**config.mk**
```make
export PLATFORM = sky130hd
export DESIGN_NAME = id_stage
export DESIGN_NICKNAME = d
export VERILOG_FILES = /design/src/rtl/mips_pkg.sv /design/src/rtl/mips_regfile.sv /design/src/rtl/id_stage.sv
export SDC_FILE = /design/constraint.sdc
export NUM_CORES = 2
export LEC_CHECK = 0
export BUFFER_PORTS_ARGS = -buffer_cell sky130_fd_sc_hd__buf_2
export CAP_MARGIN = 15
export CORE_ASPECT_RATIO = 0.75
export CORE_MARGIN = 3
export CORE_UTILIZATION = 60
export DETAILED_ROUTE_END_ITERATION = 8
export GPL_TIMING_DRIVEN = 0
export MAX_ROUTING_LAYER = met4
export PLACE_DENSITY = 0.78
export SYNTH_ARGS = -nofsm -noshare
export SYNTH_HDL_FRONTEND = slang
export SYNTH_SLANG_ARGS = --single-unit
```
**constraint.sdc**
```tcl
create_clock -name clk -period 5.3 [get_ports clk]
set_input_delay 0.795 -clock clk [delete_from_list [all_inputs] [get_ports clk]]
set_output_delay 0.795 -clock clk [all_outputs]
set_load 0.05 [all_outputs]
```
**src/rtl/mips_pkg.sv**
```systemverilog
// Shared MIPS32 decode definitions: opcodes, instruction classes, IR field positions.
package mips_pkg;

    localparam int REG_IDX_W = 5;

    localparam logic [5:0] OP_ADD   = 6'b000000;
    localparam logic [5:0] OP_SUB   = 6'b000001;
    localparam logic [5:0] OP_AND   = 6'b000010;
    localparam logic [5:0] OP_OR    = 6'b000011;
    localparam logic [5:0] OP_SLT   = 6'b000100;
    localparam logic [5:0] OP_MUL   = 6'b000101;
    localparam logic [5:0] OP_LW    = 6'b001000;
    localparam logic [5:0] OP_SW    = 6'b001001;
    localparam logic [5:0] OP_ADDI  = 6'b001010;
    localparam logic [5:0] OP_SUBI  = 6'b001011;
    localparam logic [5:0] OP_SLTI  = 6'b001100;
    localparam logic [5:0] OP_BNEQZ = 6'b001101;
    localparam logic [5:0] OP_BEQZ  = 6'b001110;
    localparam logic [5:0] OP_HLT   = 6'b111111;

    localparam int OP_HI = 31;
    localparam int OP_LO = 26;
    localparam int RS_HI = 25;
    localparam int RS_LO = 21;
    localparam int RT_HI = 20;
    localparam int RT_LO = 16;
    localparam int IMM_HI = 15;

    typedef enum logic [2:0] {
        TYPE_RR_ALU = 3'd0,
        TYPE_RM_ALU = 3'd1,
        TYPE_LOAD   = 3'd2,
        TYPE_STORE  = 3'd3,
        TYPE_BRANCH = 3'd4,
        TYPE_HALT   = 3'd5,
        TYPE_NOP    = 3'd6
    } instr_type_e;

    function automatic instr_type_e classify(input logic [5:0] op);
        case (op)
            OP_ADD, OP_SUB, OP_AND, OP_OR, OP_SLT, OP_MUL: classify = TYPE_RR_ALU;
            OP_ADDI, OP_SUBI, OP_SLTI:                     classify = TYPE_RM_ALU;
            OP_LW:                                         classify = TYPE_LOAD;
            OP_SW:                                         classify = TYPE_STORE;
            OP_BNEQZ, OP_BEQZ:                             classify = TYPE_BRANCH;
            OP_HLT:                                        classify = TYPE_HALT;
            default:                                       classify = TYPE_NOP;
        endcase
    endfunction

endpackage

```
**src/rtl/mips_regfile.sv**
```systemverilog
// 2-read / 1-write GPR file with R0 hardwired to zero.
// ID_WB_BYPASS_EN defined: same-cycle write data is forwarded to the read ports (write-first).
module mips_regfile
    import mips_pkg::*;
#(
    parameter int DATA_W   = 32,
    parameter int NUM_REGS = 32
) (
    input  logic                 clk,
    input  logic                 rst_n,
    input  logic                 i_we,
    input  logic [REG_IDX_W-1:0] i_wr_idx,
    input  logic [DATA_W-1:0]    i_wr_data,
    input  logic [REG_IDX_W-1:0] i_rs_idx,
    input  logic [REG_IDX_W-1:0] i_rt_idx,
    output logic [DATA_W-1:0]    o_rs_data,
    output logic [DATA_W-1:0]    o_rt_data
);

    logic [DATA_W-1:0] r_gpr [NUM_REGS];
    logic              w_wr_live;

    assign w_wr_live = i_we && (i_wr_idx != '0);

    // NOTE: the register array is reset explicitly because all GPRs must read 0 after reset;
    // this costs a reset on every bit, so plain storage arrays normally leave it out.
    always_ff @(posedge clk) begin
        if (!rst_n) begin
            for (int i = 0; i < NUM_REGS; i++) r_gpr[i] <= '0;
        end else if (w_wr_live) begin
            r_gpr[i_wr_idx] <= i_wr_data;
        end
    end

    // NOTE: every output gets a default first so no path through always_comb infers a latch.
    always_comb begin
        o_rs_data = (i_rs_idx == '0) ? '0 : r_gpr[i_rs_idx];
        o_rt_data = (i_rt_idx == '0) ? '0 : r_gpr[i_rt_idx];
`ifdef ID_WB_BYPASS_EN
        if (w_wr_live && (i_wr_idx == i_rs_idx)) o_rs_data = i_wr_data;
        if (w_wr_live && (i_wr_idx == i_rt_idx)) o_rt_data = i_wr_data;
`endif
    end

endmodule

```
**src/rtl/id_stage.sv**
```systemverilog
// MIPS32 decode stage: register read, immediate extend, classify, hazard stall/flush into ID/EX.
// ID_WB_BYPASS_EN selects WB->ID forwarding instead of a one-cycle RAW stall.
module id_stage
    import mips_pkg::*;
#(
    parameter int DATA_W   = 32,
    parameter int NUM_REGS = 32
) (
    input  logic                 clk,
    input  logic                 rst_n,
    input  logic                 HALTED,
    input  logic [31:0]          IF_ID_IR,
    input  logic [31:0]          IF_ID_NPC,
    input  logic [31:0]          EX_MEM_IR,
    input  logic                 EX_MEM_COND,
    input  logic                 MEM_WB_WE,
    input  logic [REG_IDX_W-1:0] MEM_WB_RD,
    input  logic [DATA_W-1:0]    MEM_WB_DATA,
    output logic                 PCWrite,
    output logic                 IF_ID_Write,
    output logic [31:0]          ID_EX_IR,
    output logic [31:0]          ID_EX_NPC,
    output logic [DATA_W-1:0]    ID_EX_A,
    output logic [DATA_W-1:0]    ID_EX_B,
    output logic [DATA_W-1:0]    ID_EX_IMM,
    output logic [2:0]           ID_EX_TYPE
);

    logic [31:0]          r_ir;
    logic [31:0]          r_npc;
    logic [DATA_W-1:0]    r_a;
    logic [DATA_W-1:0]    r_b;
    logic [DATA_W-1:0]    r_imm;
    instr_type_e          r_type;
    logic                 r_halt_seen;

    logic [5:0]           w_op;
    logic [REG_IDX_W-1:0] w_rs;
    logic [REG_IDX_W-1:0] w_rt;
    logic [REG_IDX_W-1:0] w_ld_rt;
    instr_type_e          w_if_type;
    logic                 w_uses_rt;
    logic                 w_load_use;
    logic                 w_wb_haz;
    logic                 w_stall;
    logic                 w_taken;
    logic                 w_bubble;
    logic [DATA_W-1:0]    w_rs_data;
    logic [DATA_W-1:0]    w_rt_data;
    logic [DATA_W-1:0]    w_imm;
    logic [5:0]           w_ex_op;
    logic                 w_unused;

    assign w_op      = IF_ID_IR[OP_HI:OP_LO];
    assign w_rs      = IF_ID_IR[RS_HI:RS_LO];
    assign w_rt      = IF_ID_IR[RT_HI:RT_LO];
    assign w_if_type = classify(w_op);
    assign w_uses_rt = (w_if_type == TYPE_RR_ALU) || (w_if_type == TYPE_STORE);
    assign w_imm     = {{(DATA_W-IMM_HI-1){IF_ID_IR[IMM_HI]}}, IF_ID_IR[IMM_HI:0]};

    mips_regfile #(
        .DATA_W   (DATA_W),
        .NUM_REGS (NUM_REGS)
    ) u_regfile (
        .clk       (clk),
        .rst_n     (rst_n),
        .i_we      (MEM_WB_WE),
        .i_wr_idx  (MEM_WB_RD),
        .i_wr_data (MEM_WB_DATA),
        .i_rs_idx  (w_rs),
        .i_rt_idx  (w_rt),
        .o_rs_data (w_rs_data),
        .o_rt_data (w_rt_data)
    );

    // rt only counts as a source for register-register ALU ops and stores.
    assign w_ld_rt    = r_ir[RT_HI:RT_LO];
    assign w_load_use = (r_type == TYPE_LOAD) && (w_ld_rt != '0) &&
                        ((w_ld_rt == w_rs) || (w_uses_rt && (w_ld_rt == w_rt)));
`ifdef ID_WB_BYPASS_EN
    assign w_wb_haz   = 1'b0;
`else
    assign w_wb_haz   = MEM_WB_WE && (MEM_WB_RD != '0) &&
                        ((MEM_WB_RD == w_rs) || (w_uses_rt && (MEM_WB_RD == w_rt)));
`endif
    assign w_stall    = w_load_use || w_wb_haz;

    assign w_ex_op  = EX_MEM_IR[OP_HI:OP_LO];
    assign w_taken  = ((w_ex_op == OP_BNEQZ) && !EX_MEM_COND) ||
                      ((w_ex_op == OP_BEQZ)  &&  EX_MEM_COND);
    assign w_bubble = w_taken || w_stall || r_halt_seen;
    assign w_unused = &{1'b0, EX_MEM_IR[RS_HI:0]};

    // A taken branch overrides a stall: the stalled instruction is on the wrong path anyway.
    assign PCWrite     = !HALTED && (w_taken || !w_stall);
    assign IF_ID_Write = !HALTED && (w_taken || !w_stall);

    // NOTE: sequential state uses non-blocking assignments so every register samples
    // pre-edge values, independent of statement order.
    always_ff @(posedge clk) begin
        if (!rst_n) begin
            r_ir        <= '0;
            r_npc       <= '0;
            r_a         <= '0;
            r_b         <= '0;
            r_imm       <= '0;
            r_type      <= TYPE_NOP;
            r_halt_seen <= 1'b0;
        end else if (!HALTED) begin
            if (w_bubble) begin
                r_ir   <= '0;
                r_npc  <= '0;
                r_a    <= '0;
                r_b    <= '0;
                r_imm  <= '0;
                r_type <= TYPE_NOP;
            end else begin
                r_ir   <= IF_ID_IR;
                r_npc  <= IF_ID_NPC;
                r_a    <= w_rs_data;
                r_b    <= w_rt_data;
                r_imm  <= w_imm;
                r_type <= w_if_type;
            end
            if (w_taken)
                r_halt_seen <= 1'b0;
            else if (!w_bubble && (w_if_type == TYPE_HALT))
                r_halt_seen <= 1'b1;
        end
    end

    assign ID_EX_IR   = r_ir;
    assign ID_EX_NPC  = r_npc;
    assign ID_EX_A    = r_a;
    assign ID_EX_B    = r_b;
    assign ID_EX_IMM  = r_imm;
    assign ID_EX_TYPE = r_type;

endmodule

```
### Yosys cells after proc, flatten, opt, wreduce, memory -nomap -nowiden

Memory sizes are Yosys's and may differ from the RTL's.
Cells that the tools add are included.

| cells by class | value |
|---|---|
| equality and inequality tests | 9 |
| multiplexer cells | 17 |
| reduce and logical (&&, ||, !) cells | 30 |
| bitwise gates (word level) | 1 |

Operator list:

| cell | count |
|---|---|
| 32-bit two-way mux | 8 |
| 32-bit OR reduction | 1 |
| 5-bit equality test | 4 |
| 6-bit by 4-bit equality test with 1-bit output, second input constant | 2 |
| 1-bit logical AND | 10 |
| 5-bit logical NOT | 2 |
| 5-bit nonzero test | 2 |
| 1-bit logical OR | 8 |
| 1-bit two-way mux | 7 |
| 3-bit by 2-bit equality test with 1-bit output, second input constant | 2 |
| 5-bit two-way mux | 1 |
| 1-bit logical NOT | 4 |
| 3-bit equality test, second input constant | 1 |
| 3-bit logical NOT | 1 |
| 3-bit two-way mux | 1 |
| 2-bit AND reduction | 1 |
| 2-bit nonzero test | 1 |
| 1-bit NOT | 1 |

| word-level totals | value |
|---|---|
| memory bits (writable) | 1024 |
| word-level logic and storage cells | 66 |
| register bits | 164 |
| output and inout bits | 165 |
| ROM bits | 192 |
| memories | 2 |

Memory list:

| memory | depth | width | rd ports | clocked after Yosys merged registers in | write ports | RTL line | text |
|---|---|---|---|---|---|---|---|
| u_regfile.r_gpr | 32 | 32 | 2 | 0 | 32 | mips_regfile.sv:20 | `logic [DATA_W-1:0] r_gpr [NUM_REGS];` |
| (name not given) | 64 | 3 | 1 | 0 | 0 | mips_pkg.sv:40 | `case (op)` |

### Logic depth before layout (Yosys ltp)

An unclocked memory read counts as a cell.

| depth | value |
|---|---|
| depth in word-level cells | 13 |
| gate-level depth with buffers | 10 |

### Hierarchy

From an unflattened synthesis, not the netlist that was laid out.

| unflattened totals | value |
|---|---|
| cell total of the unflattened synthesis | 3905 |
| area, all modules | 58885.2 sq um |

Modules (own cells, without submodules):

| module | cells each | area each (sq um) | sequential area each (sq um) | times used |
|---|---|---|---|---|
| mips_regfile | 3509 | 54204.5 | 30749.5 | 1 |
| id_stage | 396 | 4680.7 | 2642.5 | 1 |

### Worst setup path before layout

Ideal clock, no wire load.

| timing path | value |
|---|---|
| path type | input to register |
| start | in MEM_WB_RD[2] |
| end | mem u_regfile.r_gpr[16][0], enable pin |
| setup time | 466 ps |
| setup slack | 760 ps |
| arrival time | 4075 ps |
| path buffers | 3 |
| stages | 7 |
| cells stage by stage | buf_2 or3_1 clkbuf_1 o31a_1 nand3_1 buf_4 o21ai_0 |

RTL lines:

| what | RTL line | text |
|---|---|---|
| from (decl) | id_stage.sv:17 | `input logic [REG_IDX_W-1:0] MEM_WB_RD,` |
| to (decl) | mips_regfile.sv:20 |  |

### Worst setup path after layout

| timing path | value |
|---|---|
| start | in MEM_WB_RD[2] |
| end | out PCWrite |

| on the way | value |
|---|---|
| longest elaborated chain between the ends | 8 |

Ends and longest elaborated chain:

| what | RTL line | text |
|---|---|---|
| 5-bit equality test | id_stage.sv:84 | `((MEM_WB_RD == w_rs) \|\| (w_uses_rt && (MEM_WB_RD == w_rt)));` |
| 1-bit logical AND | id_stage.sv:84 |  |
| 1-bit logical OR | id_stage.sv:84 |  |
| 1-bit logical AND (*) | id_stage.sv:83 | `assign w_wb_haz = MEM_WB_WE && (MEM_WB_RD != '0) &&` |
| 1-bit logical OR (*) | id_stage.sv:86 | `assign w_stall = w_load_use \|\| w_wb_haz;` |
| 1-bit logical NOT (*) | id_stage.sv:95 | `assign PCWrite = !HALTED && (w_taken \|\| !w_stall);` |
| 1-bit logical OR (*) | id_stage.sv:95 |  |
| 1-bit logical AND (*) | id_stage.sv:95 |  |
| to (decl) | id_stage.sv:19 | `output logic PCWrite,` |

Every way passes the cells marked *; elsewhere a longest branch is shown, timed or not.

==> run_results.csv <==
group,metric,value,unit
status,status,"finished with violations",
status,violations,"design-rule violations",
cts,numCtsBuffers,112,
drt,drtIter0Drc,9871,
drt,postRouteAntennaNets,0,
worst_setup_path,critical_path.slowest_cell,"o31a_1",
layout,area_growth,14.8,%
yosys,yosys_warnings,0,
floorplanning,die_x,369,um
worst_setup_path,crit_family,"buffers and inverters",
sta,fin_crit_sh,0.906,
sta,finalHoldViolCount,0,
yosys,synth.distinct_cells,54,
drt,dr_wl_met2,98000,um
sta,fin_crit,4.80,ns
drt,viasPerCell,7.51,
yosys,synth_edf_count,1024,
place,dp_hpwl,173000,um
place,placement.io_buffers,260,
drt,drt_wl_total,246000,um
global_route,grtUsageTotal,0.487,
worst_setup_path,cp.buffers_inverters,6,
floorplanning,die_y,278,um
drt,met1Wirelength,78800,um
drt,vias,46400,
drt,route.detailed.drc,9,
floorplanning,core_area,97500,um^2
worst_setup_path,endpoint_kind,"output pin",
layout,final_util,0.697,
worst_setup_path,required,4.51,ns
drt,wire_per_inst,39.8,um
worst_setup_path,slowest_delay,0.46,ns
sta,clock.fmax,0.208,GHz
worst_setup_path,crit_chain,"buf_2 -> or3_1 -> clkbuf_1 -> o31a_1 -> o21ai_2 -> buf_4 -> buf_4 -> nand2_1 -> a21oi_1 -> buf_4 -> buf_2",
cts,clkTransAtPathRegs,0.07,ns
worst_setup_path,r2r-end,"ID_EX_A[2]$_SDFFE_PN0N_",
sta,drv_slew,0,
floorplanning,die_area,102000,um^2
yosys,yosys.area.top_type,"edfxtp_1",
worst_setup_path,reg2reg_depth,7,
min_path,hp-class,"in -> reg",
layout,nets,4874,
cts,htree_levels,3,
worst_setup_path,arrival,4.01,ns
place,gp_congestion,1.06,
drt,top_layer,"met4",
yosys,synth_area_leaders,"edfxtp_1 52%, mux4_2 15%, and2_1 11%",
sta,max_slew_margin,0.0101,
sta,rsz0062_at_grt,"false",
power,ir_drop,0.338,mV
cts,cts_hold_buf,0,
yosys,synth.top_cell.area_share,0.520,
layout,fillCellCount,6675,
floorplanning,io-pin-count,303,
worst_setup_path,cp-endpoint,"PCWrite",
power,p_per_area,330,nW/um^2
global_route,grt_first_pass_wirelength,331000,um
drt,drt-pass1-iter-count,9,
drt,wl_met3,51200,um
global_route,grt_max_degree,42,
yosys,synthTopCellsByCount,"1024 x edfxtp_1, 994 x and2_1, 392 x mux4_2",
worst_setup_path,crit_top_cell,"buf_4",
worst_setup_path,cp-start-kind,"primary input",
sta,setup_ws,0.499,ns
yosys,async_flop_share,0,
yosys,ys.flop_type,"edfxtp_1",
floorplanning,start_util,0.607,
yosys,syn-cell-area,59200,um^2
place,place_inst,5918,
global_route,grt-ovfl-total,0,
cts,clock_path_buffers,3,
layout,instances_no_fill,6182,
global_route,antenna_found_initial,23,
global_route,grt_pass1_vias,43600,
floorplanning,core.rowCount,99,
layout,drive_above_1_share,0.220,
cts,cts_tree,"yes",
worst_setup_path,cp_max_fo,10,
yosys,synth_cells,4258,
sta,clock_skew,0.0400,ns
worst_setup_path,cp.depth,11,
yosys,ys_seq_elements,1156,
worst_setup_path,startpoint,"MEM_WB_RD[2]",
worst_setup_path,reg2reg_from,"ID_EX_IR[17]$_SDFFE_PN0N_",
yosys,yosysSeqAreaShare,0.564,
yosys,yosysMostFrequentCell,"edfxtp_1",
cts,post_cts_buffers,0,
power,leakage,24.6,nW
cts,cts_resized,0,
sta,finalSetupViolations,0,
run,maxCapViolations,0,
cts,cts_num_sinks,1156,
sta,worstMarginPinSlew,1.48,ns
place,place_ws,0.698,ns
cts,clock-root-buffer,"clkbuf_16",
worst_setup_path,r2r_slack,1.53,ns
worst_setup_path,path_class,"in -> out",
min_path,min-delay-start,"IF_ID_IR[14]",
yosys,postSynthAreaPerCell,13.9,um^2
cts,clkLatencyLatePin,0.79,ns
-- per-layer routing --
layer / track usage / up-vias
li1: - / 17200
met1: 0.579 / 22600
met2: 0.633 / 5401
met3: 0.299 / 1281
met4: 0.269 / 0
met5: - / -
-- worst register-to-register path: stages, from the launching register on --
cell and delay [ns]:
dfxtp_1 0.39, or4_1 0.53, nor2_1 0.18, nor3_1 0.13, nor3_4 0.62, nand3_1 0.64, clkbuf_1 0.78, o21ai_0 0.39
-- cells in the final DEF, fill, tap and decap left out, drive strengths merged, types with 4 or more instances in the layout --
master    instances
buf             484
mux2i           304
clkinvlp          6
o221ai           58
and2            994
a22o             32
a32oi            64
nand4             4
nor3b             4
dfxtp           132
xor2              4
mux4            392
conb             32
a221o            59
clkbuf          493
nor2            176
a31oi            30
a21oi            34
nand2b            5
o22ai            68
nand3            35
nor4              4
nand2            95
bufinv           11
clkinv           37
xnor2            16
diode            33
nand3b            5
inv              11
edfxtp         1024
o211ai           27
o21ai           162
-- through the flow --
stage / hold slack (ns) / TNS (ns) / area (um^2) / power, mW
floorplan: 0.456 / 0 / 59300 / 12.7
global placement: 0.433 / -3150.07 / 62200 / 13.8
detailed placement: 0.437 / 0 / 63800 / 14.0
CTS: 0.284 / 0 / 67500 / 22.0
global route: 0.308 / 0 / 67900 / 22.6
finish: 0.282 / 0 / 67900 / 22.4
-- report_power, final --
group / leakage (nW) / total [mW] / internal, mW / switching, mW
logic: 11.9 / 3.28 / 1.12 / 2.16
clock network: 1.82 / 8.35 / 4.64 / 3.71
registers: 10.8 / 10.7 / 10.4 / 0.316
total: 24.6 / 22.4 / 16.2 / 6.19
-- logic make-up after synthesis --
group | after synthesis | share of synthesized area
compound gates | 551 | 0.0656
xor+xnor | 20 | 0.00296
buf+inv | 495 | 0.0362
flops | 1156 | 0.564
mux | 696 | 0.201
other cells | 1 | 0.0000634
simple gates | 1339 | 0.130
-- worst min path at each step --
| stage | to | slack, ns | cells past startpoint |
|---|---|---|---|
| floorplan | r_halt_seen$_SDFFE_PN0P_ | 0.46 | 2 |
| global route | ID_EX_NPC[13]$_SDFFE_PN0N_ | 0.31 | 3 |
| finish | ID_EX_IR[14]$_SDFFE_PN0N_ | 0.28 | 3 |
| global placement | ID_EX_B[19]$_SDFFE_PN0N_ | 0.43 | 2 |
| detailed placement | ID_EX_B[19]$_SDFFE_PN0N_ | 0.44 | 2 |
| CTS | ID_EX_NPC[14]$_SDFFE_PN0N_ | 0.28 | 3 |
-- flip-flops by register name (all words and copies together) (netlist names) --
register	cells
ID_EX_IR	32
u_regfile.r_gpr	1024
r_halt_seen	1
ID_EX_A	32
ID_EX_B	32
ID_EX_TYPE	3
ID_EX_NPC	32
-- area by class of cell --
type / instances / area (um^2) / share of cell area
clock inverter: 60 / 642 / 0.00945
buffer: 490 / 2120 / 0.0313
tap: 1313 / 1640 / 0.0242
multi-input combinational: 2638 / 24100 / 0.355
inverter: 5 / 18.8 / 0.000276
clock buffer: 154 / 3090 / 0.0455
timing repair buffer: 333 / 2820 / 0.0415
sequential: 1156 / 33400 / 0.492
antenna: 33 / 82.6 / 0.00122
Power figures use the tool's default switching activity.
